$ cat config.mk
export PLATFORM = sky130hd
export DESIGN_NAME = id_ex_stage
export DESIGN_NICKNAME = d
export VERILOG_FILES = /design/src/rtl/id_ex_stage_pkg.sv /design/src/rtl/id_ex_stage_alu_ctrl.sv /design/src/rtl/id_ex_stage.sv
export SDC_FILE = /design/constraint.sdc
export NUM_CORES = 1
export LEC_CHECK = 0
export ABC_AREA = 1
export BUFFER_PORTS_ARGS = -buffer_cell sky130_fd_sc_hd__buf_4
export CAP_MARGIN = 10
export CORE_MARGIN = 5
export CORE_UTILIZATION = 49
export DETAILED_ROUTE_END_ITERATION = 10
export PLACE_DENSITY = 0.87
export RECOVER_POWER = 50
export SYNTH_ARGS = -nofsm -noshare
export SYNTH_HDL_FRONTEND = slang
export SYNTH_SLANG_ARGS = --single-unit
$ cat constraint.sdc
create_clock -name clk -period 1.65 [get_ports clk]
set_clock_uncertainty 0.15 [all_clocks]
set_input_delay 0.0825 -clock clk [delete_from_list [all_inputs] [get_ports clk]]
set_output_delay 0.0825 -clock clk [all_outputs]
set_load 0.03 [all_outputs]
$ cat src/rtl/id_ex_stage_pkg.sv
// rtl/id_ex_stage_pkg.sv - shared ALU codes, alu_op/funct constants and EX control bundle
//
// Purpose : constants shared by the ID/EX front end and the downstream ALU.
//           Holds the 4-bit ALU operation codes, the 2-bit alu_op classes
//           produced by the main decoder, the R-type funct values, the
//           hard-wired zero register index and the packed EX control bundle.
// Ports   : none (package).

package id_ex_stage_pkg;

  // 4-bit ALU operation codes understood by the 32-bit ALU
  localparam logic [3:0] ALU_AND = 4'b0000;
  localparam logic [3:0] ALU_OR  = 4'b0001;
  localparam logic [3:0] ALU_ADD = 4'b0010;
  localparam logic [3:0] ALU_SUB = 4'b0110;
  localparam logic [3:0] ALU_SLT = 4'b0111;
  localparam logic [3:0] ALU_NOR = 4'b1100;

  // Operation class coming out of the main decoder
  typedef enum logic [1:0] {
    ALUOP_ADD   = 2'b00,
    ALUOP_SUB   = 2'b01,
    ALUOP_FUNCT = 2'b10,
    ALUOP_OR    = 2'b11
  } alu_op_e;

  // R-type funct field values
  localparam logic [5:0] FUNCT_ADD = 6'b100000;
  localparam logic [5:0] FUNCT_SUB = 6'b100010;
  localparam logic [5:0] FUNCT_AND = 6'b100100;
  localparam logic [5:0] FUNCT_OR  = 6'b100101;
  localparam logic [5:0] FUNCT_SLT = 6'b101010;
  localparam logic [5:0] FUNCT_NOR = 6'b100111;

  // Register 0 is hard-wired to zero and never a forwarding source
  localparam int REG_ZERO = 0;

  // Control fields carried through the EX register
  typedef struct packed {
    logic       valid;
    logic       reg_write;
    logic       mem_read;
    logic       mem_write;
    logic       mem_to_reg;
    logic       alu_src;
    logic [3:0] alu_control;
  } ex_ctrl_t;

  // A bubble is a non-writing, non-memory no-op that still presents ADD
  localparam ex_ctrl_t BUBBLE_CTRL = '{
    valid:       1'b0,
    reg_write:   1'b0,
    mem_read:    1'b0,
    mem_write:   1'b0,
    mem_to_reg:  1'b0,
    alu_src:     1'b0,
    alu_control: ALU_ADD
  };

endpackage

$ cat src/rtl/id_ex_stage_alu_ctrl.sv
// rtl/id_ex_stage_alu_ctrl.sv - combinational alu_op/funct to ALU control decoder
//
// Purpose : maps the decoder's alu_op class and the R-type funct field to
//           the 4-bit ALU operation code. Used on the ID side so that the
//           code is registered into EX together with the operands.
// Ports   : alu_op      in  2  operation class (00 add, 01 sub, 10 funct, 11 or)
//           funct       in  6  R-type funct field
//           alu_control out 4  ALU operation code

module alu_ctrl
  import id_ex_stage_pkg::*;
(
  input  logic [1:0] alu_op,
  input  logic [5:0] funct,
  output logic [3:0] alu_control
);

  always_comb begin
    alu_control = ALU_ADD;
    case (alu_op)
      ALUOP_ADD: alu_control = ALU_ADD;
      ALUOP_SUB: alu_control = ALU_SUB;
      ALUOP_OR:  alu_control = ALU_OR;
      ALUOP_FUNCT: begin
        case (funct)
          FUNCT_ADD: alu_control = ALU_ADD;
          FUNCT_SUB: alu_control = ALU_SUB;
          FUNCT_AND: alu_control = ALU_AND;
          FUNCT_OR:  alu_control = ALU_OR;
          FUNCT_SLT: alu_control = ALU_SLT;
          FUNCT_NOR: alu_control = ALU_NOR;
          // Unimplemented functs degrade to ADD rather than an undefined op
          default:   alu_control = ALU_ADD;
        endcase
      end
      default: alu_control = ALU_ADD;
    endcase
  end

endmodule

$ cat src/rtl/id_ex_stage.sv
// rtl/id_ex_stage.sv - ID/EX pipeline register with forwarding and load-use detection
//
// Purpose : registers decoded ID fields into EX, registers the ALU control
//           code, resolves rs/rt forwarding from EX/MEM and MEM/WB and drives
//           the ALU operands. Requests a one-cycle upstream hold on load-use.
// Ports   : clk, rst_n                     clock, async active-low reset
//           stall, flush                   hold EX / load a bubble
//           id_*                           decoded ID-stage instruction
//           exmem_reg_write/rd/result      EX/MEM forwarding source
//           memwb_reg_write/rd/result      MEM/WB forwarding source
//           alu_a, alu_b, alu_control      ALU operands and operation
//           ex_store_data                  forwarded rt for stores
//           ex_write_reg, ex_reg_write, ex_mem_read, ex_mem_write,
//           ex_mem_to_reg, ex_valid        registered downstream fields
//           load_use                       combinational hazard request

module id_ex_stage
  import id_ex_stage_pkg::*;
#(
  parameter int DW = 32,
  parameter int RW = 5
) (
  input  logic          clk,
  input  logic          rst_n,
  input  logic          stall,
  input  logic          flush,
  input  logic          id_valid,
  input  logic [DW-1:0] id_rs_data,
  input  logic [DW-1:0] id_rt_data,
  input  logic [DW-1:0] id_imm,
  input  logic [RW-1:0] id_rs,
  input  logic [RW-1:0] id_rt,
  input  logic [RW-1:0] id_rd,
  input  logic          id_reg_write,
  input  logic          id_mem_read,
  input  logic          id_mem_write,
  input  logic          id_mem_to_reg,
  input  logic          id_reg_dst,
  input  logic          id_alu_src,
  input  logic [1:0]    id_alu_op,
  input  logic [5:0]    id_funct,
  input  logic          exmem_reg_write,
  input  logic [RW-1:0] exmem_rd,
  input  logic [DW-1:0] exmem_result,
  input  logic          memwb_reg_write,
  input  logic [RW-1:0] memwb_rd,
  input  logic [DW-1:0] memwb_result,
  output logic [DW-1:0] alu_a,
  output logic [DW-1:0] alu_b,
  output logic [3:0]    alu_control,
  output logic [DW-1:0] ex_store_data,
  output logic [RW-1:0] ex_write_reg,
  output logic          ex_reg_write,
  output logic          ex_mem_read,
  output logic          ex_mem_write,
  output logic          ex_mem_to_reg,
  output logic          ex_valid,
  output logic          load_use
);

  localparam logic [RW-1:0] ZERO_REG = RW'(REG_ZERO);

  // ID-side decode
  logic [3:0] id_alu_control;
  ex_ctrl_t   id_ctrl;

  alu_ctrl u_alu_ctrl (
    .alu_op      (id_alu_op),
    .funct       (id_funct),
    .alu_control (id_alu_control)
  );

  always_comb begin
    id_ctrl             = BUBBLE_CTRL;
    id_ctrl.valid       = id_valid;
    id_ctrl.reg_write   = id_reg_write;
    id_ctrl.mem_read    = id_mem_read;
    id_ctrl.mem_write   = id_mem_write;
    id_ctrl.mem_to_reg  = id_mem_to_reg;
    id_ctrl.alu_src     = id_alu_src;
    id_ctrl.alu_control = id_alu_control;
  end

  // EX register
  ex_ctrl_t      ex_ctrl;
  logic [DW-1:0] ex_rs_data;
  logic [DW-1:0] ex_rt_data;
  logic [DW-1:0] ex_imm;
  logic [RW-1:0] ex_rs;
  logic [RW-1:0] ex_rt;
  logic [RW-1:0] ex_dst;

  always_ff @(posedge clk or negedge rst_n) begin
    if (!rst_n) begin
      ex_ctrl    <= '0;
      ex_rs_data <= '0;
      ex_rt_data <= '0;
      ex_imm     <= '0;
      ex_rs      <= '0;
      ex_rt      <= '0;
      ex_dst     <= '0;
    end else if (!stall) begin
      if (flush || load_use) begin
        ex_ctrl    <= BUBBLE_CTRL;
        ex_rs_data <= '0;
        ex_rt_data <= '0;
        ex_imm     <= '0;
        ex_rs      <= '0;
        ex_rt      <= '0;
        ex_dst     <= '0;
      end else begin
        ex_ctrl    <= id_ctrl;
        ex_rs_data <= id_rs_data;
        ex_rt_data <= id_rt_data;
        ex_imm     <= id_imm;
        ex_rs      <= id_rs;
        ex_rt      <= id_rt;
        ex_dst     <= id_reg_dst ? id_rd : id_rt;
      end
    end
  end

  // Forwarding: the younger EX/MEM result takes precedence over MEM/WB
  logic          exmem_ok;
  logic          memwb_ok;
  logic [DW-1:0] fwd_rs;
  logic [DW-1:0] fwd_rt;

  assign exmem_ok = exmem_reg_write && (exmem_rd != ZERO_REG);
  assign memwb_ok = memwb_reg_write && (memwb_rd != ZERO_REG);

  always_comb begin
    fwd_rs = ex_rs_data;
    if (exmem_ok && (exmem_rd == ex_rs))
      fwd_rs = exmem_result;
    else if (memwb_ok && (memwb_rd == ex_rs))
      fwd_rs = memwb_result;
  end

  always_comb begin
    fwd_rt = ex_rt_data;
    if (exmem_ok && (exmem_rd == ex_rt))
      fwd_rt = exmem_result;
    else if (memwb_ok && (memwb_rd == ex_rt))
      fwd_rt = memwb_result;
  end

  // A load in EX cannot forward its data to the instruction now in ID
  assign load_use = ex_ctrl.valid && ex_ctrl.mem_read && id_valid &&
                    (ex_dst != ZERO_REG) &&
                    ((ex_dst == id_rs) || (ex_dst == id_rt));

  assign alu_a         = fwd_rs;
  assign alu_b         = ex_ctrl.alu_src ? ex_imm : fwd_rt;
  assign alu_control   = ex_ctrl.alu_control;
  assign ex_store_data = fwd_rt;
  assign ex_write_reg  = ex_dst;
  assign ex_reg_write  = ex_ctrl.reg_write;
  assign ex_mem_read   = ex_ctrl.mem_read;
  assign ex_mem_write  = ex_ctrl.mem_write;
  assign ex_mem_to_reg = ex_ctrl.mem_to_reg;
  assign ex_valid      = ex_ctrl.valid;

endmodule

==> out/metrics.csv, run 1 <==
metric,value,unit
status,did not finish,
stop_stage,global routing,
error,"[ERROR DPL-0038] Utilization greater than 100%, impossible to legalize",
worst-ep-kind,top-level output,
port_buffers,316,
htreeDepth,4,
async_flop_share,100,%
synth_seq_area_share,39.3,%
core.rowCount,45,
dpl.hpwl,23300,um
synth_area,0.00771,mm^2
crit_endpoint,alu_b[31],
clkSinkCount,121,
cts_inserted_buffers,17,
avgSynthCellArea,7.07,um^2
place_congestion,0.985,
netlist_instances,1091,
start_util,50.4,%
root_buffer,clkbuf_16,
syn-num-nets,1297,
placed_cells,1595,
ys_ff_latch,121,
die_height,135,um
ys_types,31,
synth_edf_count,0,
clk_path_buf_depth,2,
grt_max_degree,88,
dieWidth,135,um
synth-main-ff-cell,dfrtp_1,
yosys_warnings,0,
io_pins,317,
synthesized netlist by cell type (5+ instances only):
cell type,count,area (um^2)
and2_1,32,200
buf_1,5,18.8
buf_2,38,190
buf_4,10,75.1
clkbuf_1,27,101
dfrtp_1,121,3030
inv_1,52,195
mux2_2,5,56.3
nand2_1,371,1390
nand3_1,258,1290
nand3b_1,65,488
nor2_1,15,56.3
o21ai_0,41,205
xnor2_1,8,70.1
xor2_1,17,149
cells by family after synthesis:
group,Yosys count,share of synthesized area [%]
XOR/XNOR,25,2.84
flip-flops,121,39.3
multiplexers,5,0.730
AO/OA/AOI/OAI,47,3.16
AND/OR/NAND/NOR,756,45.9
buffers and inverters,137,8.06
repair_timing:
action	in CTS
gates resized for setup	133
hold buffers	131
buffers inserted	6
gates cloned	3
pin swaps	19
setup endpoints to repair	212
hold endpoints to repair	242
metrics by stage:
step	instance area [um^2]	hold WS (ps)	setup TNS, ps	worst slack (ps)
after floorplan	7910	-363	-393	-13.0
after global placement	10800	10.4	-18200	-301
after detailed placement	10800	16.2	-23500	-327
after CTS	13400	46.3	-78200	-712
==> inputs of run 2 (changes only) <==
--- a/config.mk
+++ b/config.mk
@@ -9,9 +9,9 @@
 export BUFFER_PORTS_ARGS = -buffer_cell sky130_fd_sc_hd__buf_4
 export CAP_MARGIN = 10
 export CORE_MARGIN = 5
-export CORE_UTILIZATION = 49
+export CORE_UTILIZATION = 40
 export DETAILED_ROUTE_END_ITERATION = 10
-export PLACE_DENSITY = 0.87
+export PLACE_DENSITY_LB_ADDON = 0.15
 export RECOVER_POWER = 50
 export SYNTH_ARGS = -nofsm -noshare
 export SYNTH_HDL_FRONTEND = slang
==> run 2 against run 1 <==
The flow now finishes, with violations (setup timing); area after synthesis unchanged; synthesized cell count stayed put.
==> out/metrics.csv, run 2 <==
metric,value,unit,change
status,finished with violations,,was did not finish
violations,setup timing,,
first_global_vias,10300,,
place_area,0.0109,mm^2,was 0.0108 mm^2
grt_pass1_wl,55400,um,
p_int,7670,uW,
power_frac_clock,33.9,%,
synth.most_common_cell,nand2_1,,unchanged
cts_inserted_buffers,17,,unchanged
critPathLaunch,ex_rt[0],,
synth_seq_area_share,39.3,%,unchanged
r2r_end,ex_rt[4],,
dieWidth,149,um,was 135 um
routed_wl,47400,um,
worst_slack,-806,ps,
drive_gt1_share,56.3,%,
synth_top_area_share,39.3,%,unchanged
yosysTopAreaCell,dfrtp_1,,unchanged
worstHoldPathType,in -> reg,,
port_buffers,316,,unchanged
reg_top3,"ex_imm (32), ex_rs_data (32), ex_rt_data (32)",,
p_per_area,723,mW/mm^2,
most-common-layout-cells,"buf_4 (247), nand2_1 (243), nand3_2 (173)",,
clk_latency,420,ps,
drtPass1Iterations,5,,
grt_max_degree,81,,
start_kind,register,,
clkSinkCount,121,,unchanged
regToRegSetupSlack,-430,ps,
p_seq_share,28.3,%,
worstPathMaxFanout,8,,
crit_arrival,2220,ps,
avgRoutedWirePerCell,25.3,um,
max-slew-margin-rel,40.6,%,
rsz0062_at_grt,true,,
cts.reportedPaths.clkPinSlew,60,ps,
areaGrowthSynthToFinish,114,%,
cp-end-kind,primary output,,
yosys_warnings,0,,unchanged
hold_violations,0,,
final_common_cell,buf_4,,
core.rowCount,50,,was 45
r2r-start,ex_write_reg[1],,
critical_path_class,reg -> out,,
synthTopCellsByArea,"dfrtp_1 (39%), nand2_1 (18%), nand3_1 (17%)",,unchanged
tightestPinTransition,891,ps,
grt_overflow,0,,
ir_drop,783,uV,
setup_violations,319,,
synth-main-ff-cell,dfrtp_1,,unchanged
final_area,0.0165,mm^2,
dpl.hpwl,23400,um,was 23300 um
num_vias,11300,,
nets,1805,,
maxCapViolCount,0,,
ys_types,31,,unchanged
r2r_cells,10,,
root_buffer,clkbuf_16,,unchanged
period_needed,2460,ps,
cp-endpoint,alu_b[10],,
grt_usage,32.1,%,
synthTopCellsByCount,"nand2_1 (371), nand3_1 (258), dfrtp_1 (121)",,unchanged
clk_path_buf_depth,2,,unchanged
p_comb_share,37.9,%,
grt_antenna_before_repair,1,,
fin_setup_tns,-113180,ps,
io_pins,317,,unchanged
dr.first_iter.drc_count,1213,,
core,0.0188,mm^2,
netlist_instances,1091,,unchanged
cts_tree,built,,
die_height,149,um,was 135 um
htreeDepth,4,,unchanged
min_path_cells,4,,
power_leakage,0.00799,uW,
switching_share,35.5,%,
fmax,407,MHz,
fin_crit_sh,149,%,
syn-num-nets,1297,,unchanged
drc,0,,
via_per_inst,6.01,,
switchingPower,4230,uW,
synth_area,0.00771,mm^2,unchanged
cp.required,1420,ps,
async_flop_share,100,%,unchanged
drtAntennaViolNets,0,,
drv_slew,0,,
start_util,41.0,%,was 50.4%
dieArea,0.0222,mm^2,
avgSynthCellArea,7.07,um^2,unchanged
ys_ff_latch,121,,unchanged
synth_edf_count,0,,unchanged
place_congestion,0.931,,was 0.985
[run 2: area by class of cell]
type                    count  area, um^2
inverters                  54         211
fillers                   884        2360
repair buffers            572        5940
clock inverters            13         168
well taps                 260         325
clock buffers              19         453
diodes                      2        5.00
flip-flops and latches    121        3040
multi-input cells         833        6330
[run 2: per-stage QoR]
step                      hold slack, ps  cells  setup slack (ps)  total power (uW)  utilization, %
after floorplan                     -363   1091             -13.0              4960               -
after global placement              -179   1643              -304              6400            58.0
after detailed placement            -184   1643              -318              6420            58.0
after CTS                           59.0   1826              -702             11000            73.6
after global routing                 118   1873              -894             12200            87.5
final                               69.4   1874              -806             11900            87.5
[run 2: worst max-delay path, cell delays in order, from the launching register on]
cell and delay, ps:
dfrtp_2 450, xnor2_2 170, nand2_2 100, nor3_4 230, buf_6 170, clkbuf_16 180, nand3b_1 150, nand3_1 150
nand2_2 70, buf_6 140
[run 2: timing repair]
item / 4_1_cts / 5_1_grt
pin swaps: 28 / 173
hold endpoints to repair: 242 / 21
hold buffers: 132 / 2
setup buffers: 11 / 21
gates cloned: 8 / 27
setup endpoints to repair: 207 / 238
gates resized for setup: 190 / 458
[run 2: power groups by stage]
stage / Clock [uW] / Sequential [uW] / Combinational (uW)
2_1_floorplan: 0 / 3390 / 1580
3_3_place_gp: 0 / 3370 / 3030
3_5_place_dp: 0 / 3380 / 3040
4_1_cts: 3970 / 3330 / 3690
5_1_grt: 4140 / 3380 / 4670
6_report: 4030 / 3360 / 4510
[run 2: worst min path at each step]
stage,endpoint,slack [ps],from
global route,ex_rs_data[27],120,stall
detailed placement,ex_rs[3],-180,rst_n
finish,ex_imm[4],70,stall
CTS,ex_rs_data[23],60,stall
floorplan,alu_control[0],-360,rst_n
global placement,ex_rs[3],-180,rst_n
[run 2: cells by family (layout without fill, tap and decap cells)]
| family | Yosys count | in the layout | synth area share, % |
|---|---|---|---|
| compound gates | 47 | 47 | 3.16 |
| xor+xnor | 25 | 25 | 2.84 |
| buf+inv | 137 | 658 | 8.06 |
| flops | 121 | 121 | 39.3 |
| mux | 5 | 5 | 0.730 |
| other cells | 0 | 2 | 0 |
| simple gates | 756 | 756 | 45.9 |
[run 2: per-layer routing]
layer	routed length (um)	GRT usage (%)
met3	5210	7.93
met5	0	0
met1	16000	38.9
met2	22700	53.4
met4	3570	15.7
Power figures use the tool's default switching activity.
==> inputs of run 3 (changes only) <==
--- a/config.mk
+++ b/config.mk
@@ -12,7 +12,8 @@
 export CORE_UTILIZATION = 40
 export DETAILED_ROUTE_END_ITERATION = 10
 export PLACE_DENSITY_LB_ADDON = 0.15
-export RECOVER_POWER = 50
+export RECOVER_POWER = 25
+export REMOVE_ABC_BUFFERS = 1
 export SYNTH_ARGS = -nofsm -noshare
 export SYNTH_HDL_FRONTEND = slang
 export SYNTH_SLANG_ARGS = --single-unit
==> run 3 against run 2 <==
The flow still finishes with violations (setup timing); register-to-register slack hardly changed; routed wire length is 8.9% lower; sequential power hardly changed; final cell count is 0.59% lower; first-iteration DRC count is 29% lower; non-clock buffer count is 11 lower; clock power is 3% lower; critical path depth is 1 lower; die area stayed put; hold slack worse by 26 ps; global-route usage is 0.63 points higher; count of clock-buffer cells in the layout is 1 higher; largest cell class unchanged.
==> out/metrics.csv, run 3 (synthesis gave the netlist of run 2 again) <==
metric,value,unit,change
fin_crit_sh,154,%,was 149%
core.rowCount,50,,unchanged
dieWidth,149,um,unchanged
cp-end-kind,primary output,,unchanged
drtPass1Iterations,5,,unchanged
max-slew-margin-rel,45.8,%,was 40.6%
setup_violations,256,,was 319
drc,0,,unchanged
num_vias,10700,,was 11300
fmax,393,MHz,was 407 MHz
place_area,0.0107,mm^2,was 0.0109 mm^2
design_power_total,11600,uW,was 11900 uW
cp.required,1420,ps,about the same
drive_gt1_share,54.9,%,was 56.3%
period_needed,2550,ps,was 2460 ps
cpMostUsedCell,buf_6,,
rsz0062_at_grt,true,,unchanged
start_kind,register,,unchanged
final_area,0.0162,mm^2,was 0.0165 mm^2
worst_slack,-898,ps,was -806 ps
first_global_vias,10500,,was 10300
critical_path_class,reg -> out,,unchanged
drv_slew,0,,unchanged
max_stage_delay,430,ps,was 450 ps
io_pins,317,,unchanged
ir_drop,796,uV,was 783 uV
maxCapViolCount,0,,unchanged
violations,setup timing,,unchanged
clk_latency,420,ps,about the same
cts_inserted_buffers,17,,unchanged
power_leakage,0.00783,uW,was 0.00799 uW
port_buffers,316,,unchanged
reg_top3,"ex_imm (32), ex_rs_data (32), ex_rt_data (32)",,unchanged
grt_antenna_before_repair,2,,was 1
start_util,41.0,%,unchanged
avgRoutedWirePerCell,23.2,um,was 25.3 um
hold_violations,0,,unchanged
dr.first_iter.drc_count,862,,was 1213
place_congestion,0.867,,was 0.931
clkSinkCount,121,,unchanged
path_cells,"xnor2_1, nand2_2, nor3_4, buf_6, buf_12, nand3b_1, and2_4, buf_6",,"was xnor2_2, nand2_2, nor3_4, buf_6, clkbuf_16, nand3b_1, nand3_1, nand2_2, buf_6"
routed_wl,43200,um,was 47400 um
status,finished with violations,,unchanged
areaGrowthSynthToFinish,110,%,was 114%
via_per_inst,5.76,,was 6.01
cts_tree,built,,unchanged
pre_cts_slack,-317,ps,was -318 ps
grt_overflow,0,,unchanged
htreeDepth,4,,unchanged
final_common_cell,buf_4,,unchanged
clk_path_buf_depth,2,,unchanged
most-common-layout-cells,"buf_4 (250), nand2_1 (247), nand3_2 (171)",,"was buf_4 (247), nand2_1 (243), nand3_2 (173)"
nFillCells,937,,was 884
die_height,149,um,unchanged
core,0.0188,mm^2,unchanged
dpl.hpwl,22200,um,was 23400 um
root_buffer,clkbuf_16,,unchanged
drtAntennaViolNets,0,,unchanged
worst_path_max_delay_cell,dfrtp_1,,was dfrtp_2
p_per_area,719,mW/mm^2,was 723 mW/mm^2
nets,1794,,was 1805
min_path_cells,5,,was 4
worstPathMaxFanout,11,,was 8
grt_pass1_wl,56900,um,was 55400 um
grt_max_degree,74,,was 81
tightestPinTransition,814,ps,was 891 ps
crit_arrival,2320,ps,was 2220 ps
dieArea,0.0222,mm^2,unchanged
fin_setup_tns,-124400,ps,was -113180 ps
cts.reportedPaths.clkPinSlew,60,ps,about the same
grt_usage,32.7,%,was 32.1%
r2r_cells,10,,unchanged
worstHoldPathType,in -> reg,,unchanged
-- run 3: metrics by stage --
stage               cells  utilization (%)  hold slack, ps
floorplan            1008                -            -363
global placement     1648             56.6            -107
detailed placement   1648             56.6            -105
CTS                  1845             75.9            13.3
global route         1863             86.0            64.2
finish               1863             86.0            43.3
-- run 3: worst max-delay path: cells and delay by family, from the launching register on --
kind                   cells  cell delay, ps
AND/OR/NAND/NOR            4             790
buffers and inverters      3             430
XOR/XNOR                   1             230
flip-flops                 1             430
-- run 3: path summary, 6_finish.rpt --
| check | from | end | slack (ps) |
|---|---|---|---|
| max | ex_rt[0] | ex_store_data[23] | -900 |
| min | flush | ex_rs_data[24] | 40 |
| max reg2reg | ex_write_reg[4] | ex_rt[2] | -430 |
| min reg2reg | ex_mem_write | ex_mem_write | 330 |
| max in group asynchronous | rst_n | ex_write_reg[0] | -120 |
| min in group asynchronous | rst_n | ex_rs_data[9] | 660 |
-- run 3: area by class of cell --
type	count	area (um^2)	area share (%)
timing repair buffer	561	5720	35.3
clock buffer	20	467	2.88
sequential	121	3030	18.7
multi-input combinational	833	6290	38.8
clock inverter	12	148	0.912
antenna	2	5.00	0.0309
inverter	54	210	1.30
tap	260	325	2.01
-- run 3: timing repair --
| action | in CTS | in global routing |
|---|---|---|
| setup endpoints to repair | 215 | 218 |
| cloned | 13 | 10 |
| pin swaps | 45 | 119 |
| setup buffers | 22 | 17 |
| endpoints found under the hold margin | 242 | 0 |
| hold buffers | 131 | 0 |
| resized for setup | 326 | 410 |
-- run 3: routing by layer --
| layer | track usage, % | share of wire [%] |
|---|---|---|
| met1 | 39.5 | 35 |
| met2 | 56.0 | 50 |
| met3 | 7.38 | 9.5 |
| met4 | 14.6 | 5.9 |
| met5 | 0 | 0 |
-- run 3: power by group --
| part | switching [uW] | internal (uW) | total (uW) |
|---|---|---|---|
| sequential | 171 | 3200 | 3370 |
| clock | 1430 | 2480 | 3920 |
| combinational | 2370 | 1990 | 4360 |
